### config.mk
export PLATFORM = sky130hd
export DESIGN_NAME = mem_port_arbiter
export DESIGN_NICKNAME = d
export VERILOG_FILES = /design/src/rtl/mem_port_arbiter.sv
export SDC_FILE = /design/constraint.sdc
export NUM_CORES = 1
export LEC_CHECK = 0
export ABC_AREA = 0
export BUFFER_PORTS_ARGS = -buffer_cell sky130_fd_sc_hd__buf_2
export CAP_MARGIN = 15
export CORE_AREA = 10 10 71 73
export CTS_CLUSTER_DIAMETER = 120
export DETAILED_ROUTE_END_ITERATION = 10
export DIE_AREA = 0 0 81 83
export GPL_TIMING_DRIVEN = 0
export SLEW_MARGIN = 10
export SYNTH_ARGS = -nofsm -noshare
export SYNTH_HDL_FRONTEND = slang
export SYNTH_SLANG_ARGS = --single-unit
### constraint.sdc
create_clock -name clk_i -period 2.1 [get_ports clk_i]
set_input_delay 0.42 -clock clk_i [delete_from_list [all_inputs] [get_ports clk_i]]
set_output_delay 0.42 -clock clk_i [all_outputs]
set_load 0.02 [all_outputs]
### src/rtl/mem_port_arbiter.sv
// Round-robin owner of a single memory port shared by fetch (0), load (1) and store (2).
// Sequences start / wait-for-ready / done, with a watchdog that aborts stuck accesses.
module mem_port_arbiter #(
  parameter int TIMEOUT = 16,
  parameter int CNT_W   = 8
) (
  input  logic       clk_i,
  input  logic       rst_i,
  input  logic [2:0] req_i,
  input  logic       mem_ready_i,
  output logic [1:0] sel_o,
  output logic [2:0] grant_o,
  output logic       mem_start_o,
  output logic [2:0] done_o,
  output logic       err_o,
  output logic       busy_o
);

  typedef enum logic [1:0] {IDLE, BUSY, RELEASE} state_t;

  state_t           state;
  logic [CNT_W-1:0] cnt;
  logic [1:0]       last_grant;
  logic [1:0]       p0, p1, p2, pick;

  // Search order starts just after the most recently served requester.
  always_comb begin
    case (last_grant)
      2'd0:    {p0, p1, p2} = {2'd1, 2'd2, 2'd0};
      2'd1:    {p0, p1, p2} = {2'd2, 2'd0, 2'd1};
      default: {p0, p1, p2} = {2'd0, 2'd1, 2'd2};
    endcase
    if (req_i[p0])      pick = p0;
    else if (req_i[p1]) pick = p1;
    else                pick = p2;
  end

  always_ff @(posedge clk_i) begin
    if (!rst_i) begin
      state       <= IDLE;
      sel_o       <= 2'b00;
      grant_o     <= 3'b000;
      mem_start_o <= 1'b0;
      done_o      <= 3'b000;
      err_o       <= 1'b0;
      busy_o      <= 1'b0;
      cnt         <= '0;
      last_grant  <= 2'd2;
    end else begin
      case (state)
        IDLE: begin
          done_o <= 3'b000;
          err_o  <= 1'b0;
          if (|req_i) begin
            grant_o     <= 3'b001 << pick;
            sel_o       <= pick;
            mem_start_o <= 1'b1;
            busy_o      <= 1'b1;
            cnt         <= '0;
            state       <= BUSY;
          end else begin
            grant_o     <= 3'b000;
            sel_o       <= 2'b00;
            mem_start_o <= 1'b0;
            busy_o      <= 1'b0;
          end
        end
        BUSY: begin
          mem_start_o <= 1'b0;
          cnt         <= cnt + 1'b1;
          // A ready in the final watchdog cycle still counts as a clean completion.
          if (mem_ready_i || cnt == CNT_W'(TIMEOUT - 1)) begin
            done_o     <= grant_o;
            err_o      <= ~mem_ready_i;
            grant_o    <= 3'b000;
            last_grant <= sel_o;
            state      <= RELEASE;
          end
        end
        RELEASE: begin
          done_o <= 3'b000;
          err_o  <= 1'b0;
          busy_o <= 1'b0;
          state  <= IDLE;
        end
        default: state <= IDLE;
      endcase
    end
  end

endmodule

==> results of run 1 <==
-- cell type report --
class                      instances  area, sq um
tap                               48        60.06
timing repair buffer              15        75.07
clock buffer                       3        41.29
sequential                        23        460.4
fill                             397         2391
buffer                             6        40.04
multi-input combinational         85        549.3
inverter                           3        11.26
clock inverter                     1        5.005
-- flip-flops by register name, indices dropped and copies added, names as in the netlist --
signal	cells
err_o	1
busy_o	1
sel_o	2
cnt	8
state	2
last_grant	2
mem_start_o	1
grant_o	3
done_o	3
-- cells by family (layout without fill, tap and decap cells) --
kind of cell    Yosys count  count (layout)  share of synthesized area, %
fa+ha+maj                 1               1                         1.179
flops                    23              23                         43.40
compound gates           43              43                         27.83
simple gates             41              41                         22.76
buf+inv                   9              28                         4.835
-- stage by stage --
step / total power [W] / area, sq um / utilization [%] / worst slack (ns)
CTS: 0.0008840 / 1242 / 34.19 / 0.4486
finish: 0.0008740 / 1242 / 34.19 / 0.4457
floorplan: 0.0005736 / 1061 / - / 0.6678
detailed placement: 0.0006200 / 1196 / 32.92 / 0.4769
global placement: 0.0006151 / 1196 / 32.92 / 0.5226
global route: 0.0009212 / 1242 / 34.19 / 0.2947
-- cell usage after synthesis (all sizes together) (2+ instances only) --
master / number / area share (%)
a211oi: 3 / 2.1
a21oi: 12 / 6.0
a31oi: 3 / 1.8
buf: 4 / 3.1
clkbuf: 2 / 0.71
dfxtp: 23 / 43
inv: 2 / 0.71
nand2: 8 / 2.8
nand2b: 2 / 1.9
nand3: 7 / 3.3
nand4: 5 / 2.9
nor2: 7 / 2.7
nor2b: 2 / 1.2
nor3: 2 / 0.94
nor3b: 2 / 1.4
o211ai: 3 / 2.1
o21ai: 11 / 5.2
o31ai: 2 / 1.4
or3: 2 / 1.7
-- final timing paths --
path                                 endpoint  cells after the start
worst max-delay path                done_o[2]                      6
worst min register to register    mem_start_o                      2
worst min-delay path            last_grant[1]                      2
worst max register to register      done_o[2]                      6
-- worst max-delay path: cells and delay by family (launching register included) --
family                     cells  cell delay (ns)
AOI/OAI and AO/OA              3             0.67
DFF                            1             0.34
buffers and inverters          1             0.17
adders and majority gates      1             0.23
and+or+nand+nor                1             0.18
-- power groups by stage --
| stage | logic [W] | registers, W | clock network, W |
|---|---|---|---|
| 2_1_floorplan | 0.0000814 | 0.000492 | 0 |
| 3_5_place_dp | 0.000140 | 0.000480 | 0 |
| 3_3_place_gp | 0.000136 | 0.000479 | 0 |
| 5_1_grt | 0.000153 | 0.000473 | 0.000294 |
| 6_report | 0.000139 | 0.000470 | 0.000265 |
| 4_1_cts | 0.000140 | 0.000470 | 0.000274 |
-- per-layer routing --
layer	track usage [%]	part of all wire [%]	wire, um
met5	0	0	0
met4	4.225	1.9	47
met3	1.724	7.4	188
met2	11.10	44	1116
met1	9.536	47	1181
==> results_dict.tcl, run 1 <==
set metrics [dict create \
    status "complete, no violations" \
    reg2reg_from "cnt[0]" \
    ioPinCount 17 \
    crit_path_max_incr_delay_ns 0.38 \
    route.detailed.drc 0 \
    hold_ws_ns 0.3863 \
    cts_tree "yes" \
    synthFlopType "dfxtp_1" \
    final_common_cell "dfxtp_1" \
    routedWlPerCell_um 13.77 \
    die_area_sq_um 6723 \
    synthesis.area_sq_um 1061 \
    std_cell_rows 22 \
    antenna_found_initial 0 \
    synth_edf_count 0 \
    r2r_setup_slack_ns 0.45 \
    ant_nets 0 \
    clockBufferDepth 2 \
    crit_required_ns 2.29 \
    synth_nets 124 \
    setup_viol 0 \
    path_max_fanout 7 \
    rsz0062_at_grt "false" \
    area_growth_pct 17.10 \
    maxCapViolations 0 \
    ir_drop_mv 0.1833 \
    worstHoldStart "rst_i" \
    final_max_slew_viol_count 0 \
    dp.cells 180 \
    ys_seq_area_share_pct 43.40 \
    crit_chain "ha_1 > and3_1 > clkbuf_1 > a21oi_2 > o211ai_1 > a21oi_1" \
    grt_max_degree 14 \
    fin_nets 144 \
    finalCriticalPeriod_ns 1.654 \
    hp-class "input pin to register" \
    cp_data_arrival_time_ns 1.85 \
    pwr-share-clk_pct 30.3 \
    relSlewSlack_pct 69.45 \
    h-tree-depth 1 \
    layout_common_cells "23 x dfxtp_1, 17 x buf_2, 11 x a21oi_1" \
    via_per_inst 5.185 \
    wl_mm 2.534 \
    tns_ns 0 \
    vias 954 \
    syn_avg_cell_area_sq_um 9.069 \
    synthArstFlopShare_pct 0 \
    fmax_mhz 604.5 \
    die_w_um 81 \
    instances_no_fill 184 \
    final.setup_skew_ns 0.001423 \
    synthCells 117 \
    gr-total-overflow 0 \
    place_congestion 0.7163 \
    port_buffers 15 \
    cp-startpoint "cnt[0]" \
    synth_seq_cells 23 \
    drive_above_1_share_pct 22.06 \
    end_kind "register" \
    first_global_vias 902 \
    critPathLaunchType "register" \
    worstSetupPathType "register to register" \
    power_frac_comb_pct 15.9 \
    sequentialPowerShare_pct 53.8 \
    dp_hpwl_mm 1.930 \
    slowest_stage "a21oi_2" \
    grt_usage_pct 7.484 \
    coreArea_sq_um 3633 \
    holdBufCountCts 0 \
    die_h_um 83 \
    clock_sinks 23 \
    cts_root_buf "clkbuf_8" \
    synth_warnings 0 \
    initial_core_util_pct 29.20 \
    cts_resized 0 \
    netSwitchingFraction_pct 27.31 \
    p_int_w 0.0006353 \
    power_switching_w 0.0002386 \
    antennaDiodeCount 0 \
    p_leak_nw 0.4648 \
    synth.distinct_cells 40 \
    hold_viol 0 \
    firstDrtPassIters 4 \
    post_cts_buffers 0 \
    cts_buffers 3 \
    worst_skew_pair.late_latency_ns 0.26 \
    worstMarginPinSlew_ns 0.4582 \
    p_per_area_nw_per_um2 703.4 \
    min_period_over_period_pct 78.78 \
    cts.reportedPaths.clkPinSlew_ns 0.08 \
    drtIter0Drc 71 \
    grt_pass1_wl_mm 4.188 \
]
No activity file was read; power rests on OpenSTA's default activity.
==> run 2: changes to the inputs <==
--- a/config.mk
+++ b/config.mk
@@ -5,7 +5,7 @@
 export SDC_FILE = /design/constraint.sdc
 export NUM_CORES = 1
 export LEC_CHECK = 0
-export ABC_AREA = 0
+export ABC_AREA = 1
 export BUFFER_PORTS_ARGS = -buffer_cell sky130_fd_sc_hd__buf_2
 export CAP_MARGIN = 15
 export CORE_AREA = 10 10 71 73
==> constraint.sdc (replaced) <==
create_clock -name clk_i -period 1.4 [get_ports clk_i]
set_input_delay 0.28 -clock clk_i [delete_from_list [all_inputs] [get_ports clk_i]]
set_output_delay 0.28 -clock clk_i [all_outputs]
set_load 0.02 [all_outputs]
==> run 2 against run 1 <==
Compared with the run above:
- area after synthesis decreased by 1.2%
- critical path depth increased by 1
- via count grew 0.84%
- setup slack worse by 0.35 ns
- die area stayed put
- core utilization grew 0.24 points
- wire length fell by 7.8%
- count of clock-buffer cells in the layout rose by 1
- worst hold slack got worse by 0.098 ns
- maximum frequency is 27% higher
- clock power rose by 58%
- global-route usage decreased by 0.32 points
- critical path type unchanged
==> results_dict.tcl, run 2 <==
set metrics [dict create \
    initial_core_util_pct 28.86 \
    final_max_slew_viol_count 0 \
    cts_root_buf "clkbuf_8" \
    cp_data_arrival_time_ns 1.49 \
    synth_warnings 0 \
    yosysMostFrequentCell "nand2_1" \
    grt_pass1_wl_mm 4.022 \
    worstSetupPathType "register to register" \
    fin_nets 176 \
    worstHoldStart "rst_i" \
    crit_required_ns 1.59 \
    fmax_mhz 769.6 \
    multiInputGateArea_sq_um 524.3 \
    largest_register "cnt" \
    reg_top3 "cnt x8, done_o x3, grant_o x3" \
    largest_reg_flops 8 \
    synthArstFlopShare_pct 0 \
    holdBufCountCts 0 \
    hp-class "input pin to register" \
    clockBufferDepth 2 \
    die_h_um 83 \
    ioPinCount 17 \
    slowest_stage "dfxtp_2" \
    syn_avg_cell_area_sq_um 7.133 \
    yosys.area.top_type "dfxtp_1" \
    die_w_um 81 \
    via_per_inst 4.454 \
    firstDrtPassIters 4 \
    dp_hpwl_mm 1.809 \
    post_dp_cell_area_sq_um 1189 \
    antenna_found_initial 0 \
    min_period_over_period_pct 92.81 \
    synthesis.area_sq_um 1049 \
    grt_usage_pct 7.164 \
    worstMarginPinSlew_ns 0.5504 \
    hold_ws_ns 0.2881 \
    synth_nets 154 \
    die_area_sq_um 6723 \
    p_per_area_nw_per_um2 1059 \
    relSlewSlack_pct 63.23 \
    fin_area_sq_um 1251 \
    first_global_vias 926 \
    cts_buffers 3 \
    cts.reportedPaths.clkPinSlew_ns 0.08 \
    reg2reg_from "cnt[0]" \
    ys_seq_area_share_pct 43.91 \
    wl_mm 2.337 \
    tns_ns 0 \
    route.detailed.drc 0 \
    vias 962 \
    coreArea_sq_um 3633 \
    grt_max_degree 13 \
    worst_skew_pair.late_latency_ns 0.27 \
    hold_viol 0 \
    p_leak_nw 0.5585 \
    rsz0062_at_grt "false" \
    synth_seq_cells 23 \
    cp_num_buf_inv 0 \
    drive_above_1_share_pct 17.86 \
    ant_nets 0 \
    synthCells 147 \
    synth.distinct_cells 17 \
    cp-startpoint "cnt[0]" \
    port_buffers 16 \
    finalCriticalPeriod_ns 1.299 \
    critPathLaunchType "register" \
    clock_sinks 23 \
    synth_common_cells "45 x nand2_1, 23 x dfxtp_1, 17 x a21oi_1, 17 x inv_1, 14 x nand3_1" \
    path_max_fanout 7 \
    h-tree-depth 1 \
    drtIter0Drc 50 \
    crit_chain "ha_2 > nand3_2 > o21bai_4 > nand2_4 > nor2_8 > nand2_1 > o21ai_0" \
    layout_common_cells "44 x nand2_1, 21 x dfxtp_1, 17 x inv_1, 17 x a21oi_1, 16 x buf_2" \
    synthFlopType "dfxtp_1" \
    final_common_cell "nand2_1" \
    crit_path_max_incr_delay_ns 0.36 \
    setup_viol 0 \
    synth_edf_count 0 \
    antennaDiodeCount 0 \
    cts_tree "yes" \
    critical-path-top-delay-family "simple AND/OR/NAND/NOR gates" \
    maxCapViolations 0 \
    gr-total-overflow 0 \
    final.setup_skew_ns 0.005051 \
    synth_area_leaders "dfxtp_1 44%, nand2_1 16%, a21oi_1 8.1%" \
    synth_top_cell_area_share_pct 43.91 \
    seq_area_sq_um 462.9 \
    std_cell_rows 22 \
    status "complete, no violations" \
    end_kind "register" \
    routedWlPerCell_um 10.82 \
    ir_drop_mv 0.6961 \
    place_congestion 0.7557 \
    area_growth_pct 19.33 \
    fillers 418 \
]
[run 2: power breakdown]
group | switching [W] | internal [W]
sequential | 0.0000244 | 0.000685
clock | 0.000217 | 0.000203
combinational | 0.000132 | 0.0000650
[run 2: per-stage QoR]
step	utilization (%)	power [W]	worst slack, ns	std cells
2_1_floorplan	-	0.0008564	0.1511	147
3_3_place_gp	32.71	0.0009215	-0.02900	211
3_5_place_dp	32.71	0.0009215	-0.02843	211
4_1_cts	34.16	0.001344	0.02512	216
5_1_grt	34.44	0.001393	0.0009039	216
6_report	34.44	0.001326	0.1007	216
[run 2: timing repair]
| action | 4_1_cts | 5_1_grt |
|---|---|---|
| pin swaps | 1 | 0 |
| endpoints found under the setup margin | 4 | 7 |
| resized for setup | 0 | 5 |
| setup buffers | 1 | 0 |
[run 2: final cells by class]
cell class / count / area share (%)
tap: 48 / 4.800
sequential: 23 / 37.00
clock buffer: 4 / 3.600
timing repair buffer: 17 / 7.000
buffer: 2 / 0.6000
inverter: 17 / 5.100
multi-input combinational: 105 / 41.90
[run 2: routing by layer]
layer / vias to the layer above / part of all wire (%) / global-route usage (%)
met4: 0 / 0.94 / 1.878
li1: 521 / - / -
met2: 11 / 46 / 12.03
met3: 5 / 4.5 / 2.909
met1: 425 / 48 / 8.050
met5: - / 0 / 0
[run 2: worst paths after layout]
check | to | slack (ns) | cells after the start
max | done_o[1] | 0.10 | 7
min | done_o[0] | 0.29 | 3
max reg2reg | done_o[1] | 0.10 | 7
min reg2reg | done_o[2] | 0.46 | 2
[run 2: cells by family (layout without fill, tap and decap cells)]
| logic type | after synthesis | after routing | synth area share [%] |
|---|---|---|---|
| compound gates | 31 | 31 | 16.59 |
| buf+inv | 19 | 40 | 6.802 |
| flops | 23 | 23 | 43.91 |
| simple gates | 73 | 73 | 31.50 |
| fa+ha+maj | 1 | 1 | 1.193 |
[run 2: worst register-to-register path, stage by stage, from the launching register on]
cell      delay (ns)
dfxtp_2         0.36
ha_2            0.20
nand3_2         0.13
o21bai_4        0.17
nand2_4         0.12
nor2_8          0.12
nand2_1         0.05
o21ai_0         0.07
==> run 3: changes to the inputs <==
--- a/config.mk
+++ b/config.mk
@@ -8,10 +8,10 @@
 export ABC_AREA = 1
 export BUFFER_PORTS_ARGS = -buffer_cell sky130_fd_sc_hd__buf_2
 export CAP_MARGIN = 15
-export CORE_AREA = 10 10 71 73
+export CORE_AREA = 10 10 80 65
 export CTS_CLUSTER_DIAMETER = 120
 export DETAILED_ROUTE_END_ITERATION = 10
-export DIE_AREA = 0 0 81 83
+export DIE_AREA = 0 0 90 75
 export GPL_TIMING_DRIVEN = 0
 export SLEW_MARGIN = 10
 export SYNTH_ARGS = -nofsm -noshare
==> run 3 against run 2 <==
Compared with the run above:
- non-clock buffer count increased by 2
- via count increased by 2.5%
- register-to-register slack about the same
- critical endpoint is now state[0]
==> results_dict.tcl, run 3 (synthesis gave the netlist of run 2 again) <==
set metrics [dict create \
    via_per_inst 4.441 \
    port_buffers 16 \
    fillers 403 \
    status "complete, no violations" \
    cts_root_buf "clkbuf_8" \
    cp-startpoint "cnt[0]" \
    final.setup_skew_ns 0.001275 \
    pwr-share-clk_pct 30.3 \
    cts_buffers 3 \
    drive_above_1_share_pct 18.24 \
    vias 986 \
    initial_core_util_pct 29.21 \
    p_leak_nw 0.5713 \
    holdBufCountCts 0 \
    crit_path_max_incr_delay_ns 0.38 \
    slowest_stage "dfxtp_2" \
    relSlewSlack_pct 62.61 \
    grt_pass1_wl_mm 3.988 \
    routedWlPerCell_um 10.89 \
    place_congestion 0.7812 \
    cp_data_arrival_time_ns 1.45 \
    drtIter0Drc 49 \
    power_frac_comb_pct 16.5 \
    cts.reportedPaths.clkPinSlew_ns 0.08 \
    h-tree-depth 1 \
    rsz0062_at_grt "false" \
    die_area_sq_um 6750 \
    end_kind "register" \
    worstSetupPathType "register to register" \
    grt-busiest-layer "met1" \
    grt_max_degree 13 \
    sequentialPowerShare_pct 53.3 \
    fmax_mhz 775.4 \
    setup_viol 0 \
    clock_sinks 23 \
    largest_reg_flops 8 \
    min_period_over_period_pct 92.12 \
    route.detailed.drc 0 \
    p_per_area_nw_per_um2 1029 \
    path_max_fanout 4 \
    p_int_w 0.0009689 \
    reg_top3 "cnt x8, done_o x3, grant_o x3" \
    clockBufferDepth 2 \
    die_w_um 90 \
    largest_register "cnt" \
    ant_nets 0 \
    power_switching_w 0.0003681 \
    r2r_cells 6 \
    reg2reg_from "cnt[0]" \
    met3_usage_pct 3.376 \
    die_h_um 75 \
    dp_hpwl_mm 1.825 \
    worstMarginPinSlew_ns 0.5598 \
    layout_common_cells "44 x nand2_1, 21 x dfxtp_1, 17 x inv_1, 17 x a21oi_1, 16 x buf_2" \
    ir_drop_mv 0.6681 \
    wl_mm 2.418 \
    worst_skew_pair.late_latency_ns 0.26 \
    std_cell_rows 19 \
    first_global_vias 855 \
    r2r_setup_slack_ns 0.11 \
    rr_endpoint "state[0]" \
    final_max_slew_viol_count 0 \
    antennaDiodeCount 0 \
    firstDrtPassIters 4 \
    ioPinCount 17 \
    gr-total-overflow 0 \
    coreArea_sq_um 3590 \
    gr-usage-met1_pct 10.22 \
    cts_tree "yes" \
    fin_nets 178 \
    hp-class "input pin to register" \
    netSwitchingFraction_pct 27.53 \
    maxCapViolations 0 \
    hold_viol 0 \
    final_common_cell "nand2_1" \
    cp-endpoint "state[0]" \
    critPathLaunchType "register" \
    post-route-util_pct 36.18 \
    use_met2_pct 9.405 \
    crit_required_ns 1.56 \
    area_growth_pct 23.87 \
    finalCriticalPeriod_ns 1.290 \
    tns_ns 0 \
    crit_chain "ha_4 > nand3_4 > o21bai_4 > buf_4 > nor2_1 > o21a_1" \
    antenna_found_initial 0 \
    grt_usage_pct 7.134 \
]
-- run 3: changes by cell type in the layout (fill, tap and decap cells not counted) --
cell / delta
buf_4: +1
buf_12: +1
nand3_2: -1
nor2_2: -1
ha_4: +1
nor2_1: +1
nand3_4: +1
ha_2: -1
-- run 3: routing by layer --
| layer | wire [um] | vias up |
|---|---|---|
| li1 | - | 520 |
| met5 | 0 | - |
| met3 | 169 | 2 |
| met2 | 860 | 24 |
| met4 | 8 | 0 |
| met1 | 1379 | 440 |
-- run 3: cell type report --
cell class                      instances  area, sq um  area share (%)
Inverter                               17        63.81           4.913
Buffer                                  2        7.507          0.5780
Tap cell                               52        65.06           5.010
Multi-Input combinational cell        105        539.3           41.52
Timing Repair Buffer                   19        115.1           8.863
Clock buffer                            4        45.04           3.468
Sequential cell                        23        462.9           35.65
-- run 3: worst min path at each step --
| stage | start | endpoint | slack [ns] | cells after the start |
|---|---|---|---|---|
| after floorplan | rst_i | done_o[0] | 0.43 | 2 |
| after global placement | done_o[1] | done_o[1] | 0.45 | 2 |
| after detailed placement | done_o[0] | done_o[0] | 0.45 | 2 |
| after CTS | rst_i | done_o[0] | 0.28 | 3 |
| after global routing | mem_ready_i | err_o | 0.34 | 4 |
| final | rst_i | done_o[0] | 0.29 | 3 |
-- run 3: timing repair --
action                     in CTS  in global routing
pin swaps                       1                  3
hold endpoints to repair        0                  0
setup endpoints to repair       4                 14
resized for setup               0                  6
setup buffers                   1                  2
-- run 3: power groups by stage --
stage	clock network (W)	registers [W]	logic [W]
after floorplan	0	0.000744	0.000113
after global placement	0	0.000725	0.000197
after detailed placement	0	0.000725	0.000197
after CTS	0.000424	0.000709	0.000201
after global routing	0.000457	0.000718	0.000251
final	0.000405	0.000712	0.000220
-- run 3: worst max-delay path: cells and delay by family (launching register included) --
family                   cells  cell delay [ns]
AO/OA/AOI/OAI                2             0.35
adder cells (fa/ha/maj)      1             0.17
flip-flops                   1             0.38
buffers and inverters        1             0.15
AND/OR/NAND/NOR              2             0.14
-- run 3: metrics by stage --
step	setup WS (ns)	cell area, sq um	cells	hold WS (ns)	power, W
final	0.1104	1299	222	0.2863	0.001337
after global routing	0.002050	1299	222	0.3379	0.001426
after CTS	0.02115	1246	220	0.2839	0.001334
after detailed placement	-0.04174	1194	215	0.4490	0.0009222
after global placement	-0.03723	1194	215	0.4469	0.0009218
after floorplan	0.1511	1049	147	0.4287	0.0008564
